$ cat config.mk
export PLATFORM = sky130hd
export DESIGN_NAME = tile_fetch_arbiter
export DESIGN_NICKNAME = d
export VERILOG_FILES = /design/src/rtl/tile_pkg.sv /design/src/rtl/tile_addr_calc.sv /design/src/rtl/tile_fetch_arbiter.sv
export SDC_FILE = /design/constraint.sdc
export NUM_CORES = 1
export LEC_CHECK = 0
export BUFFER_PORTS_ARGS = -buffer_cell sky130_fd_sc_hd__buf_4
export CAP_MARGIN = 0
export CORE_MARGIN = 5
export CORE_UTILIZATION = 32
export DETAILED_ROUTE_END_ITERATION = 8
export PLACE_DENSITY_LB_ADDON = 0.08
export SYNTH_ARGS = -nofsm -noshare
export SYNTH_HDL_FRONTEND = slang
export SYNTH_SLANG_ARGS = --single-unit
$ cat constraint.sdc
create_clock -name clk -period 3.9 [get_ports clk]
set_input_delay 0.39 -clock clk [delete_from_list [all_inputs] [get_ports clk]]
set_output_delay 0.39 -clock clk [all_outputs]
set_load 0.05 [all_outputs]
$ cat src/rtl/tile_pkg.sv
// tile_pkg: shared grid/timing constants and arbiter FSM states for the tile map fetch path
package tile_pkg;
  localparam int GRID_W     = 40;
  localparam int GRID_H     = 30;
  localparam int TILE_SHIFT = 4;
  localparam int MAP_SIZE   = 1200;
  localparam int HVID       = 640;
  localparam int HMAX       = 785;
  localparam int H_PRE      = HMAX - 16;
  typedef enum logic [2:0] {IDLE, VID_RD, VID_WAIT, CPU_RD, CPU_WAIT, CPU_WR, CPU_ACK} state_t;
endpackage

$ cat src/rtl/tile_addr_calc.sv
// tile_addr_calc: maps a tile row/column to its linear map index (row*40+col) with shifts and adds
module tile_addr_calc (
  input  logic [6:0]  row,
  input  logic [5:0]  col,
  output logic [10:0] addr
);
  assign addr = 11'({row, 5'd0}) + 11'({row, 3'd0}) + 11'(col);
endmodule

$ cat src/rtl/tile_fetch_arbiter.sv
// tile_fetch_arbiter: shares the tile map RAM between beam-ahead video fetches and CPU accesses
module tile_fetch_arbiter
  import tile_pkg::*;
(
  input  logic        clk,
  input  logic        reset,
  input  logic        pix_en,
  input  logic [9:0]  h_count,
  input  logic [9:0]  v_count,
  input  logic        cpu_req,
  input  logic        cpu_we,
  input  logic [10:0] cpu_addr,
  input  logic [7:0]  cpu_wdata,
  output logic        cpu_ack,
  output logic [7:0]  cpu_rdata,
  output logic [10:0] mem_addr,
  output logic        mem_we,
  output logic [7:0]  mem_wdata,
  input  logic [7:0]  mem_rdata,
  output logic [7:0]  tile_code,
  output logic        tile_valid,
  output logic        overrun
);
  state_t      state;
  logic        vid_pend;
  logic [10:0] vid_addr;
  logic [10:0] vid_calc;
  logic [7:0]  next_tile;
  logic [10:0] v_inc;
  logic [6:0]  row;
  logic [5:0]  h_tile;
  logic [5:0]  col;
  logic        row_ok;
  logic        col_trig;
  logic        pre_trig;
  logic        trig;
  logic        load;
  logic        cpu_ok;
  assign v_inc    = {1'b0, v_count} + 11'd1;
  assign row      = (h_count >= 10'(HVID)) ? 7'(v_inc >> TILE_SHIFT) : 7'(v_count >> TILE_SHIFT);
  assign row_ok   = row < 7'(GRID_H);
  assign h_tile   = 6'(h_count >> TILE_SHIFT);
  assign col_trig = h_count[3:0] == 4'd1 && h_tile < 6'(GRID_W - 1);
  assign pre_trig = h_count == 10'(H_PRE);
  assign trig     = pix_en && row_ok && (col_trig || pre_trig);
  assign col      = pre_trig ? 6'd0 : h_tile + 6'd1;
  assign load     = pix_en && ((h_count[3:0] == 4'hf && h_count < 10'(HVID - 1)) || h_count == 10'(HMAX - 1));
  assign cpu_ok   = cpu_addr < 11'(MAP_SIZE);
  tile_addr_calc u_addr (
    .row  (row),
    .col  (col),
    .addr (vid_calc)
  );
  always_ff @(posedge clk)
    if (reset) begin
      state      <= IDLE;
      vid_pend   <= 1'b0;
      vid_addr   <= '0;
      next_tile  <= '0;
      cpu_ack    <= 1'b0;
      cpu_rdata  <= '0;
      mem_addr   <= '0;
      mem_we     <= 1'b0;
      mem_wdata  <= '0;
      tile_code  <= '0;
      tile_valid <= 1'b0;
      overrun    <= 1'b0;
    end else begin
      cpu_ack <= 1'b0;
      mem_we  <= 1'b0;
      case (state)
        IDLE:
          if (vid_pend) begin
            state    <= VID_RD;
            mem_addr <= vid_addr;
            vid_pend <= 1'b0;
          end else if (cpu_req) begin
            state <= cpu_we ? CPU_WR : CPU_RD;
            if (cpu_ok) begin
              mem_addr  <= cpu_addr;
              mem_we    <= cpu_we;
              mem_wdata <= cpu_wdata;
            end
          end
        VID_RD:   state <= VID_WAIT;
        VID_WAIT: begin
          next_tile <= mem_rdata;
          state     <= IDLE;
        end
        CPU_RD: begin
          state <= cpu_ok ? CPU_WAIT : CPU_ACK;
          if (!cpu_ok) begin
            cpu_rdata <= '0;
            cpu_ack   <= 1'b1;
          end
        end
        CPU_WAIT: begin
          cpu_rdata <= mem_rdata;
          cpu_ack   <= 1'b1;
          state     <= CPU_ACK;
        end
        CPU_WR: begin
          cpu_ack <= 1'b1;
          state   <= CPU_ACK;
        end
        CPU_ACK:  state <= IDLE;
        default:  state <= IDLE;
      endcase
      if (trig) begin
        vid_pend <= 1'b1;
        vid_addr <= vid_calc;
        overrun  <= overrun | vid_pend;
      end
      if (load) begin
        tile_code  <= next_tile;
        tile_valid <= row_ok;
      end else if (h_count >= 10'(HVID))
        tile_valid <= 1'b0;
    end
endmodule

# Yosys cells after proc, flatten, opt, wreduce, memory -nomap -nowiden
# Cells that the tools add are included.
# op_classes
bitwise_logic	5
n_eq_ne	11
order_cmp	5
muxes	18
add_sub_neg	4
reduce_logical	18
# op_table
cell	count
11-bit two-way mux	3
10-bit == test (second input constant)	2
8-bit case mux with 2 select lines	1
3-bit case mux with 4 select lines	1
10-bit by 1-bit adder with 11-bit output (second input constant)	1
11-bit by 10-bit adder with 11-bit output	1
11-bit by 6-bit adder with 11-bit output	1
11-bit less-than comparator (second input constant)	1
10-bit greater-or-equal comparator (second input constant)	1
10-bit less-than comparator (second input constant)	1
2-bit nonzero test	5
3-bit two-way mux	3
8-bit two-way mux	1
7-bit by 5-bit less-than comparator with 1-bit output (second input constant)	1
7-bit two-way mux	1
6-bit by 1-bit adder with 6-bit output (second input constant)	1
3-bit by 2-bit == test with 1-bit output (second input constant)	2
3-bit == test (second input constant)	2
6-bit less-than comparator (second input constant)	1
6-bit two-way mux	1
1-bit logical AND	5
1-bit two-way mux	5
5-bit OR reduction	1
4-bit by 1-bit == test with 1-bit output (second input constant)	1
14 further kinds	18
# word_totals
out_inout_bits	39
input_bits	52
reg_bits	62
elab_cells	73

# Depth between registers and ports, before layout
# depth
depth_word	6
ltp_mapped	13
ltp_nobuf	13

# By module
# From an unflattened synthesis, not the netlist that was laid out.
# hier_totals
hier_cells	339
hier_area_um2	3201.8
# by_module_without_submodules
mod	area_each_um2	instances	cells_each
tile_fetch_arbiter	2798.9	1	292
tile_addr_calc	402.9	1	47

# Worst setup path after synthesis
# OpenSTA, ideal clock, no wires.
# synth_path
path_kind	input to register
startpoint	input v_count[0]
endpoint	register vid_addr[10]
arrival_time_ns	3.122
path_slack_ns	0.656
path_buffers	0
stages	11
setup_time_ns	0.122
path_cell_list	nand4_1 nor4_1 xor2_1 inv_1 fa_1 fa_1 nand2b_1 a21o_1 a311oi_1 xor2_1 o22ai_1
# synth_between
elab_chain_len	5
# synth_lines
item	line_no	text
start: declaration	tile_fetch_arbiter.sv:9	input logic [9:0] v_count,
10-bit by 1-bit adder with 11-bit output *	tile_fetch_arbiter.sv:39	assign v_inc = {1'b0, v_count} + 11'd1;
7-bit two-way mux *	tile_fetch_arbiter.sv:40	assign row = (h_count >= 10'(HVID)) ? 7'(v_inc >> TILE_SHIFT) : 7'(v_count >> TILE_SHIFT);
parallel branches: the longest is 3 deep, another holds 11-bit by 10-bit adder with 11-bit output	--	
end signal: assignment	tile_fetch_arbiter.sv:111	vid_addr <= vid_calc;
end: declaration	tile_fetch_arbiter.sv:26	logic [10:0] vid_addr;
# Every way passes the cells marked *.
# A chain may end at the register's enable or synchronous reset.

# Worst setup path in the final report
# Ends and elaborated chain as after synthesis.

==> metrics.md <==
| Metric | Value |
|---|---|
| Final setup violating endpoints | `0` |
| Initial antenna violation count | `0` |
| MaxCap Viol Count | `0` |
| Crit path capture type | `flop` |
| Synthesized cell area | `3220 um^2` |
| Area grow syn2layout | `31.8%` |
| Syn avg cell area | `9.34 um^2` |
| CP max FO | `4` |
| R2R setup slack | `1.74 ns` |
| Critical Path Start Type | `input port` |
| Hold/Removal Path Class | `in2reg` |
| Num CTS Buffers | `9` |
| PwrDens | `391 nW/um^2` |
| Num rows | `36` |
| Die Footprint | `12200 um^2` |
| Worst rel slew slack | `27.5%` |
| Max-slew violation count | `0` |
| CTS Buffer Depth | `2` |
| Hold-fix buffer count after cts | `0` |
| Primary FF master, synth | `dfxtp_1` |
| Cell count after synthesis | `345` |
| Layout cells sized above 1 | `28.7%` |
| Total GRT Usage | `12.9%` |
| ANT cells | `0` |
| Final hold vios | `0` |
| Ys async rst share | `0%` |
| Maximum clock frequency | `316 MHz` |
| Largest net degree at the start of global routing | `74` |
| Fin crit share | `81.2%` |
| Number of synthesized register bits | `62` |
| Nets | `504` |
| Leak | `0.00185 uW` |
| Tightest Pin Transition | `1.08 ns` |
| Finished Cell Area | `4250 um^2` |
| DP Area | `4030 um^2` |
| Crit Path Class | `in2reg` |
| Port bufs | `90` |
| Clock Sinks | `62` |
| Total number of vias | `2701` |
| Unrepaired setup endpoints after global routing | `no` |
| Net Count, Synth | `414` |
| CTS tree | `done` |
| Worst skew pair latency | `0.33 ns` |
| VDD IR-drop max | `0.218 mV` |
| Number of H-tree levels | `3` |
| Seq/Total Area, Yosys | `38.5%` |
| Status | `finished clean` |
| Routed Antenna Nets | `0` |
| YS warnings | `0` |
| Global route overflow | `0` |
| Die Span Y | `110 um` |
| Core area | `9820 um^2` |
| Most frequent cells in the layout | `94 x buf_4, 67 x nor2_1, 62 x dfxtp_1` |
| Clock root cell | `clkbuf_8` |
| Critical Path RT | `4.16 ns` |
| WL per Instance | `13.5 um` |
| Clk_skew | `0.00542 ns` |
| Router iterations before antenna repair | `4` |
| Tmin final | `3.17 ns` |
| Final WL | `7.74 mm` |
| Final TNS setup | `0 ns` |
| Vias in the first global route | `2636` |
| Resized cells post-CTS | `0` |
| Synth cell types | `50` |
| Worst EP arrival | `3.43 ns` |
| I/O pins | `91` |
| First-pass GRT wire length | `12.3 mm` |
| Post-synth EDFFs | `0` |
| Via density | `4.72` |
| Detailed placement HPWL | `5.78 mm` |
| RePlAce Congestion | `0.802` |
| Initial DRC count | `125` |
| Number of remaining DRC errors | `0` |
| Setup repair bufs after CTS | `0` |
| Initial Utilization | `32.8%` |
| Die W | `110 um` |
| Most common cell after layout, fill and taps aside | `buf_4` |
| Clk slew on worst S/H paths | `0.07 ns` |
==> report_power, final <==
| group | switching [uW] | internal (uW) | leakage, uW | total [uW] |
|---|---|---|---|---|
| registers | 19.6 | 663 | 0.000503 | 682 |
| logic | 207 | 154 | 0.00124 | 361 |
| clock network | 241 | 376 | 0.000107 | 617 |
==> metrics by stage <==
step,util [%],total power [uW],cells,hold WS [ns],setup WS [ns]
finish,43.3,1660,572,0.288,0.732
global route,43.3,1760,572,0.276,0.560
CTS,43.3,1690,572,0.271,0.853
detailed placement,41.1,1060,557,0.461,0.501
global placement,41.1,1060,557,0.451,0.511
floorplan,-,937,345,0.446,0.656
==> worst max-delay path: stages <==
cell and delay, ns:
buf_4 0.08, nand4_1 0.16, nor4_1 0.26, buf_4 0.17, xor2_1 0.19, inv_1 0.08, fa_1 0.50, fa_1 0.49
nand2b_1 0.18, a2111oi_0 0.47, a311oi_1 0.13, xor2_1 0.17, o22ai_1 0.16
==> flip-flops by register name, indices dropped and copies added (netlist names) <==
register,count
mem_addr,11
vid_addr,11
cpu_rdata,8
mem_wdata,8
next_tile,8
tile_code,8
state,3
cpu_ack,1
mem_we,1
overrun,1
tile_valid,1
vid_pend,1
==> routing by layer <==
layer	GRT usage (%)	wire (um)
met1	14.2	3220
met2	23.3	3940
met3	5.30	499
met4	2.81	83
met5	0	0
==> cells in the mapped netlist (6+ instances only) <==
| library cell | n | area, um^2 |
|---|---|---|
| a21oi_1 | 9 | 45.0 |
| a22oi_1 | 8 | 60.1 |
| clkbuf_1 | 11 | 41.3 |
| dfxtp_1 | 62 | 1240 |
| ha_1 | 15 | 188 |
| inv_1 | 15 | 56.3 |
| mux2_2 | 12 | 135 |
| mux2i_1 | 43 | 430 |
| nand2b_1 | 8 | 50.1 |
| nor2_1 | 67 | 251 |
| nor2b_1 | 15 | 93.8 |
| o21ai_0 | 6 | 30.0 |
| xnor2_1 | 7 | 61.3 |
==> layout make-up <==
class / count / area [um^2]
Clock inverter: 3 / 68.8
Fill cell: 1039 / 5570
Sequential cell: 62 / 1240
Inverter: 15 / 56.3
Tap cell: 133 / 166
Multi-Input combinational cell: 253 / 1860
Clock buffer: 12 / 145
Timing Repair Buffer: 94 / 706
==> path summary, 6_finish.rpt <==
kind / from / end / depth (start not counted)
worst max-delay path: v_count[0] / vid_addr[10] / 13
worst min-delay path: cpu_wdata[6] / mem_wdata[6] / 3
worst max register to register: vid_pend / mem_addr[4] / 2
worst min register to register: overrun / overrun / 2
==> cell families (layout without fill, tap and decap cells) <==
kind of cell,count (synthesis),in the layout,share of synthesized area [%]
adders and majority gates,17,17,7.07
and+or+nand+nor,123,123,18.6
muxes,55,55,17.5
AOI/OAI and AO/OA,46,46,11.3
DFF,62,62,38.5
xor gates and xnor gates,12,12,3.26
buffers and inverters,30,124,3.65
Power figures use the tool's default switching activity.
